<file path="src/rtl/fire_expand1_writeback_if.sv">
// Capture/write-back bus for fire_expand1_writeback.
// master: expand stage + RAM side (drives sample/ofm_in, observes the write port).
// slave:  the write-back block (consumes captures, drives the RAM write port).
interface fire_expand1_writeback_if #(
  parameter int unsigned DSP_NO = 64,
  parameter int unsigned WIDTH  = 16,
  parameter int unsigned AW     = 18
);
  logic             sample;
  logic [WIDTH-1:0] ofm_in [0:DSP_NO-1];
  logic             wr_en;
  logic [AW-1:0]    wr_addr;
  logic [WIDTH-1:0] wr_data;

  modport master (output sample, output ofm_in, input wr_en, input wr_addr, input wr_data);
  modport slave  (input sample, input ofm_in, output wr_en, output wr_addr, output wr_data);
endinterface

</file>
<file path="src/rtl/fire_expand1_writeback.sv">
// Fire-module expand-1 write-back: captures one pixel of DSP_NO lane results
// into a ping-pong pair of banks and serialises them, one word per cycle,
// into a RAM at address pix*DSP_NO + lane.
// Optional feature: define FIRE_WB_RELU_EN to clamp negative words to zero.
module fire_expand1_writeback #(
  parameter int unsigned DSP_NO = 64,
  parameter int unsigned WIDTH  = 16,
  parameter int unsigned NPIX   = 4096,
  parameter int unsigned AW     = 18
) (
  input  logic                    clk,
  input  logic                    rst,
  input  logic                    start,
  fire_expand1_writeback_if.slave bus,
  output logic                    busy,
  output logic                    done,
  output logic                    overflow
);

  localparam int unsigned LW = (DSP_NO > 1) ? $clog2(DSP_NO) : 1;
  localparam int unsigned PW = $clog2(NPIX + 1);

  // Optional clamp on the outgoing word; same latency either way.
  function automatic logic [WIDTH-1:0] relu(input logic [WIDTH-1:0] w);
`ifdef FIRE_WB_RELU_EN
    return w[WIDTH-1] ? '0 : w;
`else
    return w;
`endif
  endfunction

  logic [WIDTH-1:0] bank [2][DSP_NO];
  logic [1:0]       full;
  logic [1:0]       full_nxt;
  logic             cur;
  logic             oth;
  logic [LW-1:0]    lane;
  logic [PW-1:0]    pix_cnt;
  logic [PW-1:0]    acc_cnt;
  logic [AW-1:0]    wr_cnt;

  logic             wr_en_q;
  logic [AW-1:0]    wr_addr_q;
  logic [WIDTH-1:0] wr_data_q;

  logic             last_wr;
  logic             free_a;
  logic             free_b;
  logic             sel;
  logic             req;
  logic             accept;
  logic             drop;
  logic             layer_end;
  logic             nxt_en;
  logic             nxt_bank;
  logic [LW-1:0]    nxt_lane;
  logic [WIDTH-1:0] nxt_word;

  assign bus.wr_en   = wr_en_q;
  assign bus.wr_addr = wr_addr_q;
  assign bus.wr_data = wr_data_q;
  assign oth         = ~cur;

  // Capture arbitration and selection of the word written next cycle.
  always_comb begin
    last_wr   = wr_en_q && (lane == LW'(DSP_NO - 1));
    free_a    = !full[0] || (last_wr && (cur == 1'b0));
    free_b    = !full[1] || (last_wr && (cur == 1'b1));
    sel       = !free_a;
    req       = busy && bus.sample && !start;
    accept    = req && (acc_cnt < PW'(NPIX)) && (free_a || free_b);
    drop      = req && !accept;
    layer_end = last_wr && (pix_cnt == PW'(NPIX - 1));

    full_nxt = full;
    if (last_wr) full_nxt[cur] = 1'b0;
    if (accept)  full_nxt[sel] = 1'b1;

    nxt_en   = 1'b0;
    nxt_bank = cur;
    nxt_lane = lane;
    nxt_word = '0;
    if (wr_en_q && !last_wr) begin
      // continue current bank
      nxt_en   = 1'b1;
      nxt_lane = lane + LW'(1);
      nxt_word = bank[cur][nxt_lane];
    end else if (last_wr && full[oth]) begin
      // queued bank follows with no gap
      nxt_en   = 1'b1;
      nxt_bank = oth;
      nxt_lane = '0;
      nxt_word = bank[oth][0];
    end else if (accept) begin
      // idle path: lane 0 bypasses the bank so it is written next cycle
      nxt_en   = 1'b1;
      nxt_bank = sel;
      nxt_lane = '0;
      nxt_word = bus.ofm_in[0];
    end
  end

  // Control state, counters and registered outputs.
  always_ff @(posedge clk or negedge rst) begin
    if (!rst) begin
      busy      <= 1'b0;
      done      <= 1'b0;
      overflow  <= 1'b0;
      full      <= '0;
      cur       <= 1'b0;
      lane      <= '0;
      pix_cnt   <= '0;
      acc_cnt   <= '0;
      wr_cnt    <= '0;
      wr_en_q   <= 1'b0;
      wr_addr_q <= '0;
      wr_data_q <= '0;
    end else if (start) begin
      busy     <= 1'b1;
      done     <= 1'b0;
      overflow <= 1'b0;
      full     <= '0;
      cur      <= 1'b0;
      lane     <= '0;
      pix_cnt  <= '0;
      acc_cnt  <= '0;
      wr_cnt   <= '0;
      wr_en_q  <= 1'b0;
    end else begin
      done <= layer_end;
      if (layer_end) busy <= 1'b0;
      if (drop) overflow <= 1'b1;
      if (last_wr) pix_cnt <= pix_cnt + PW'(1);
      if (accept) acc_cnt <= acc_cnt + PW'(1);
      full    <= full_nxt;
      wr_en_q <= nxt_en;
      if (nxt_en) begin
        cur       <= nxt_bank;
        lane      <= nxt_lane;
        wr_addr_q <= wr_cnt;
        wr_cnt    <= wr_cnt + AW'(1);
        wr_data_q <= relu(nxt_word);
      end
    end
  end

  // Bank storage; contents are only meaningful while the bank is marked full.
  always_ff @(posedge clk) begin
    if (accept) begin
      for (int i = 0; i < int'(DSP_NO); i++) begin
        bank[sel][i] <= bus.ofm_in[i];
      end
    end
  end

endmodule

</file>
<file path="src/flat_wrapper.sv">
// flat-port wrapper written by rule: the top's interface ports become plain ports
module fire_expand1_writeback_flat 
#(
  parameter int unsigned DSP_NO = 64,
  parameter int unsigned WIDTH  = 16,
  parameter int unsigned NPIX   = 4096,
  parameter int unsigned AW     = 18
)
  (clk, rst, start, busy, done, overflow, bus_sample, bus_ofm_in, bus_wr_en, bus_wr_addr, bus_wr_data);
  fire_expand1_writeback_if #(.DSP_NO(DSP_NO), .WIDTH(WIDTH), .AW(AW)) bus_i ();
  input  logic clk;
  input  logic rst;
  input  logic start;
  output logic busy;
  output logic done;
  output logic overflow;
  input wire logic [$bits(bus_i.sample)-1:0] bus_sample;
  input wire logic [$bits(bus_i.ofm_in)-1:0] bus_ofm_in;
  output wire logic [$bits(bus_i.wr_en)-1:0] bus_wr_en;
  output wire logic [$bits(bus_i.wr_addr)-1:0] bus_wr_addr;
  output wire logic [$bits(bus_i.wr_data)-1:0] bus_wr_data;
  assign bus_i.sample = bus_sample;
  assign bus_i.ofm_in = {>>{bus_ofm_in}};
  assign bus_wr_en = bus_i.wr_en;
  assign bus_wr_addr = bus_i.wr_addr;
  assign bus_wr_data = bus_i.wr_data;
  fire_expand1_writeback #(.DSP_NO(DSP_NO), .WIDTH(WIDTH), .NPIX(NPIX), .AW(AW)) u_core (.clk(clk), .rst(rst), .start(start), .bus(bus_i), .busy(busy), .done(done), .overflow(overflow));
endmodule
</file>
<file path="config.mk">
export PLATFORM = sky130hd
export DESIGN_NAME = fire_expand1_writeback_flat
export DESIGN_NICKNAME = d
export VERILOG_FILES = /design/src/rtl/fire_expand1_writeback_if.sv /design/src/rtl/fire_expand1_writeback.sv /design/src/flat_wrapper.sv
export SDC_FILE = /design/constraint.sdc
export NUM_CORES = 2
export LEC_CHECK = 0
export ABC_AREA = 1
export CAP_MARGIN = 20
export CORE_MARGIN = 2
export CORE_UTILIZATION = 43
export CTS_CLUSTER_DIAMETER = 200
export CTS_CLUSTER_SIZE = 14
export DETAILED_ROUTE_END_ITERATION = 8
export SYNTH_ARGS = -nofsm -noshare
export SYNTH_HDL_FRONTEND = slang
export SYNTH_SLANG_ARGS = --single-unit
</file>
<file path="constraint.sdc">
create_clock -name clk -period 106.2 [get_ports clk]
set_clock_uncertainty 0.1 [all_clocks]
set_input_delay 21.24 -clock clk [delete_from_list [all_inputs] [get_ports clk]]
set_output_delay 21.24 -clock clk [all_outputs]
set_load 0.05 [all_outputs]
</file>
==> impl_metrics.toml <==
[route]
ant_nets = 0
wire_per_inst_um = 27.3
wl_um = 296000
dr_total_vias = 60215
drt_iter0_drc = 7097
post-route-drc-count = 0
routed_via_density = 5.57
drt_pass1_iterations = 6

[floorplan]
dieArea_um2 = 204000
ioPinCount = 1066
rows = 164
core-area_um2 = 199000
die_h_um = 452
start_util_pct = 43.2
die_width_um = 452

[pwr]
seq_power_share_pct = 52.4
p_sw_uw = 521
pwr-share-clk_pct = 31.3
swShare_pct = 27.6
p_int_mw = 1.37
powerDensity_nw_per_um2 = 18.2
ir_worst_vdd_uv = 14.7
total_power_mw = 1.89
p_comb_share_pct = 16.3
p_leak_nw = 36.3

[worst_setup_path]
required_ps = 106550
cp-end-kind = "flop"
setup.worst_path.class = "input pin to flop"
cp.arrival_ps = 26260
worstSetupStartpointType = "input pin"
path_max_fanout = 187

[placed_design]
gp_congestion = 0.893
post_dp_cell_area_um2 = 98800
port_buffers = 1065
dp_slack_ps = 79380
place_inst = 10490
dpl.hpwl_um = 194000

[outcome]
outcome = "complete, no violations"

[timing]
fin_crit_sh_pct = 24.4
maxSlewHeadroom_pct = 9.49
min_period_ps = 25900
tns_ps = 0
setup_violations = 0
finalMaxSlewViolations = 0
max_freq_mhz = 38.6
timing.hold.ws_ps = 381
worstMarginPinSlew_ps = 1360
rsz0062_at_grt = "false"
fin_ws_ps = 80300
hold_viol_final = 0

[clock_tree]
clockBufferDepth = 3
cts_setup_buffers = 0
cts_tree = "built"
clkTransAtPathRegs_ps = 70
ctsResizeCount = 0
numCtsBuffers = 170
root_buffer = "clkbuf_16"
insertion_delay_ps = 850
ctsHoldBuffers = 0
htreeDepth = 4
cts_sinks = 2139

[layout]
area_delta_synth_final_pct = 20.4
drive_gt1_share_pct = 3.90
nets = 9038
post-route-util_pct = 52.1
fin_area_um2 = 104000
stdcell_count = 10819

[synth]
ys_ff_latch = 2139
synth_edf_count = 2048
synthArstFlopShare_pct = 4.25
postSynthAreaPerCell_um2 = 12.1
ys_seq_area_share_pct = 74.0
yosys.area.top_type = "edfxtp_1"
synth_cell_types = 42
postSynthCellCount = 7153
synth_area_leaders = "edfxtp_1 (71%), nand3_1 (12%), nand2_1 (9.7%), dfrtp_1 (2.6%), buf_2 (1.9%)"
ys.flop_type = "edfxtp_1"
synth_warnings = 0
synthesis.nets = 8185
syn_area_um2 = 86200
post-synth-top-count-cell = "nand2_1"
synth_common_cells = "nand2_1 (2224), edfxtp_1 (2048), nand3_1 (2021), buf_2 (324), dfrtp_1 (91)"
synth_top_area_share_pct = 71.3

[grt]
grt_pass1_wl_um = 409000
grt_max_degree = 192
grt_pass1_vias = 57013
grt-ovfl-total = 0
antenna_found_initial = 200
grt_use_total_pct = 28.0

[flow_run]
max-cap-violations = 0

[worst_hold_path]
hp-class = "flop to flop"
logic make-up after synthesis:
logic type / after synthesis / share of synthesized area [%]
adders and majority gates: 4 / 0.0580
AOI/OAI and AO/OA: 119 / 0.775
and+or+nand+nor: 4328 / 21.9
buffers and inverters: 531 / 2.94
DFF: 2139 / 74.0
xor gates and xnor gates: 20 / 0.212
muxes: 12 / 0.139
flip-flops by register name (all words and copies together) (netlist names):
register and count:
u_core.overflow 1, u_core.lane 6, u_core.full 2, u_core.busy 1, u_core.acc_cnt 13, u_core.pix_cnt 13, u_core.bank 2048, u_core.done 1
u_core.bus.wr_data 16, u_core.cur 1, u_core.wr_cnt 18, u_core.bus.wr_en 1, u_core.bus.wr_addr 18
critical path, cell delays in order:
cell and delay [ps]:
clkdlybuf4s50_1 780, nor3_1 420, nand2_2 290, nor2_4 720, buf_12 640, buf_4 830, buf_12 600
area by class of cell:
cell class / instances / area (um^2)
clock buffer: 204 / 4420
inverter: 58 / 249
fill: 17172 / 95600
tap: 2656 / 3320
multi-input combinational: 4483 / 20000
sequential: 2139 / 63800
clock inverter: 14 / 293
timing repair buffer: 1154 / 11500
antenna: 111 / 278
power groups by stage:
stage | registers (mW) | logic, mW | clock network, mW
2_1_floorplan | 1.09 | 0.162 | 0
3_3_place_gp | 1.01 | 0.305 | 0
3_5_place_dp | 1.01 | 0.308 | 0
4_1_cts | 0.989 | 0.309 | 0.601
5_1_grt | 0.992 | 0.331 | 0.629
6_report | 0.989 | 0.308 | 0.591
cell usage in the layout (no fill, tap or decap), drive strengths merged:
cell,n
nand2,2228
edfxtp,2048
nand3,2023
clkdlybuf4s50,1064
clkbuf,204
diode,111
dfrtp,91
buf,90
inv,62
o21ai,51
nor2,46
a21oi,25
xor2,19
nor3,18
a31oi,17
o22ai,16
mux2i,12
clkinv,10
nand4,9
o31ai,4
ha,4
nor4,3
a211oi,2
o21a,2
xnor2,1
o21bai,1
and3,1
a32o,1
metal layers:
layer  global-route usage (%)  wire length, um
met1                     34.4           110000
met3                     6.01            22700
met5                        0              703
met2                     46.0           146000
met4                     15.7            15500
final timing paths:
| path | startpoint | endpoint | slack [ps] | cells after the start |
|---|---|---|---|---|
| setup / recovery | start | u_core.bank[1][21]$_DFFE_PP_ | 80300 | 7 |
| hold / removal | u_core.pix_cnt[12]$_DFFE_PN0P_ | u_core.done$_DFF_PN0_ | 380 | 1 |
| setup reg to reg | u_core.cur$_DFFE_PN0P_ | u_core.bus.wr_data[5]$_DFFE_PN0P_ | 98730 | 16 |
| hold reg to reg | u_core.pix_cnt[12]$_DFFE_PN0P_ | u_core.done$_DFF_PN0_ | 380 | 1 |
| max in group asynchronous | rst | u_core.lane[0]$_DFFE_PN0P_ | 84520 | 2 |
| min in group asynchronous | rst | u_core.bus.wr_addr[1]$_DFFE_PN0P_ | 20190 | 1 |
Power figures use the tool's default switching activity.
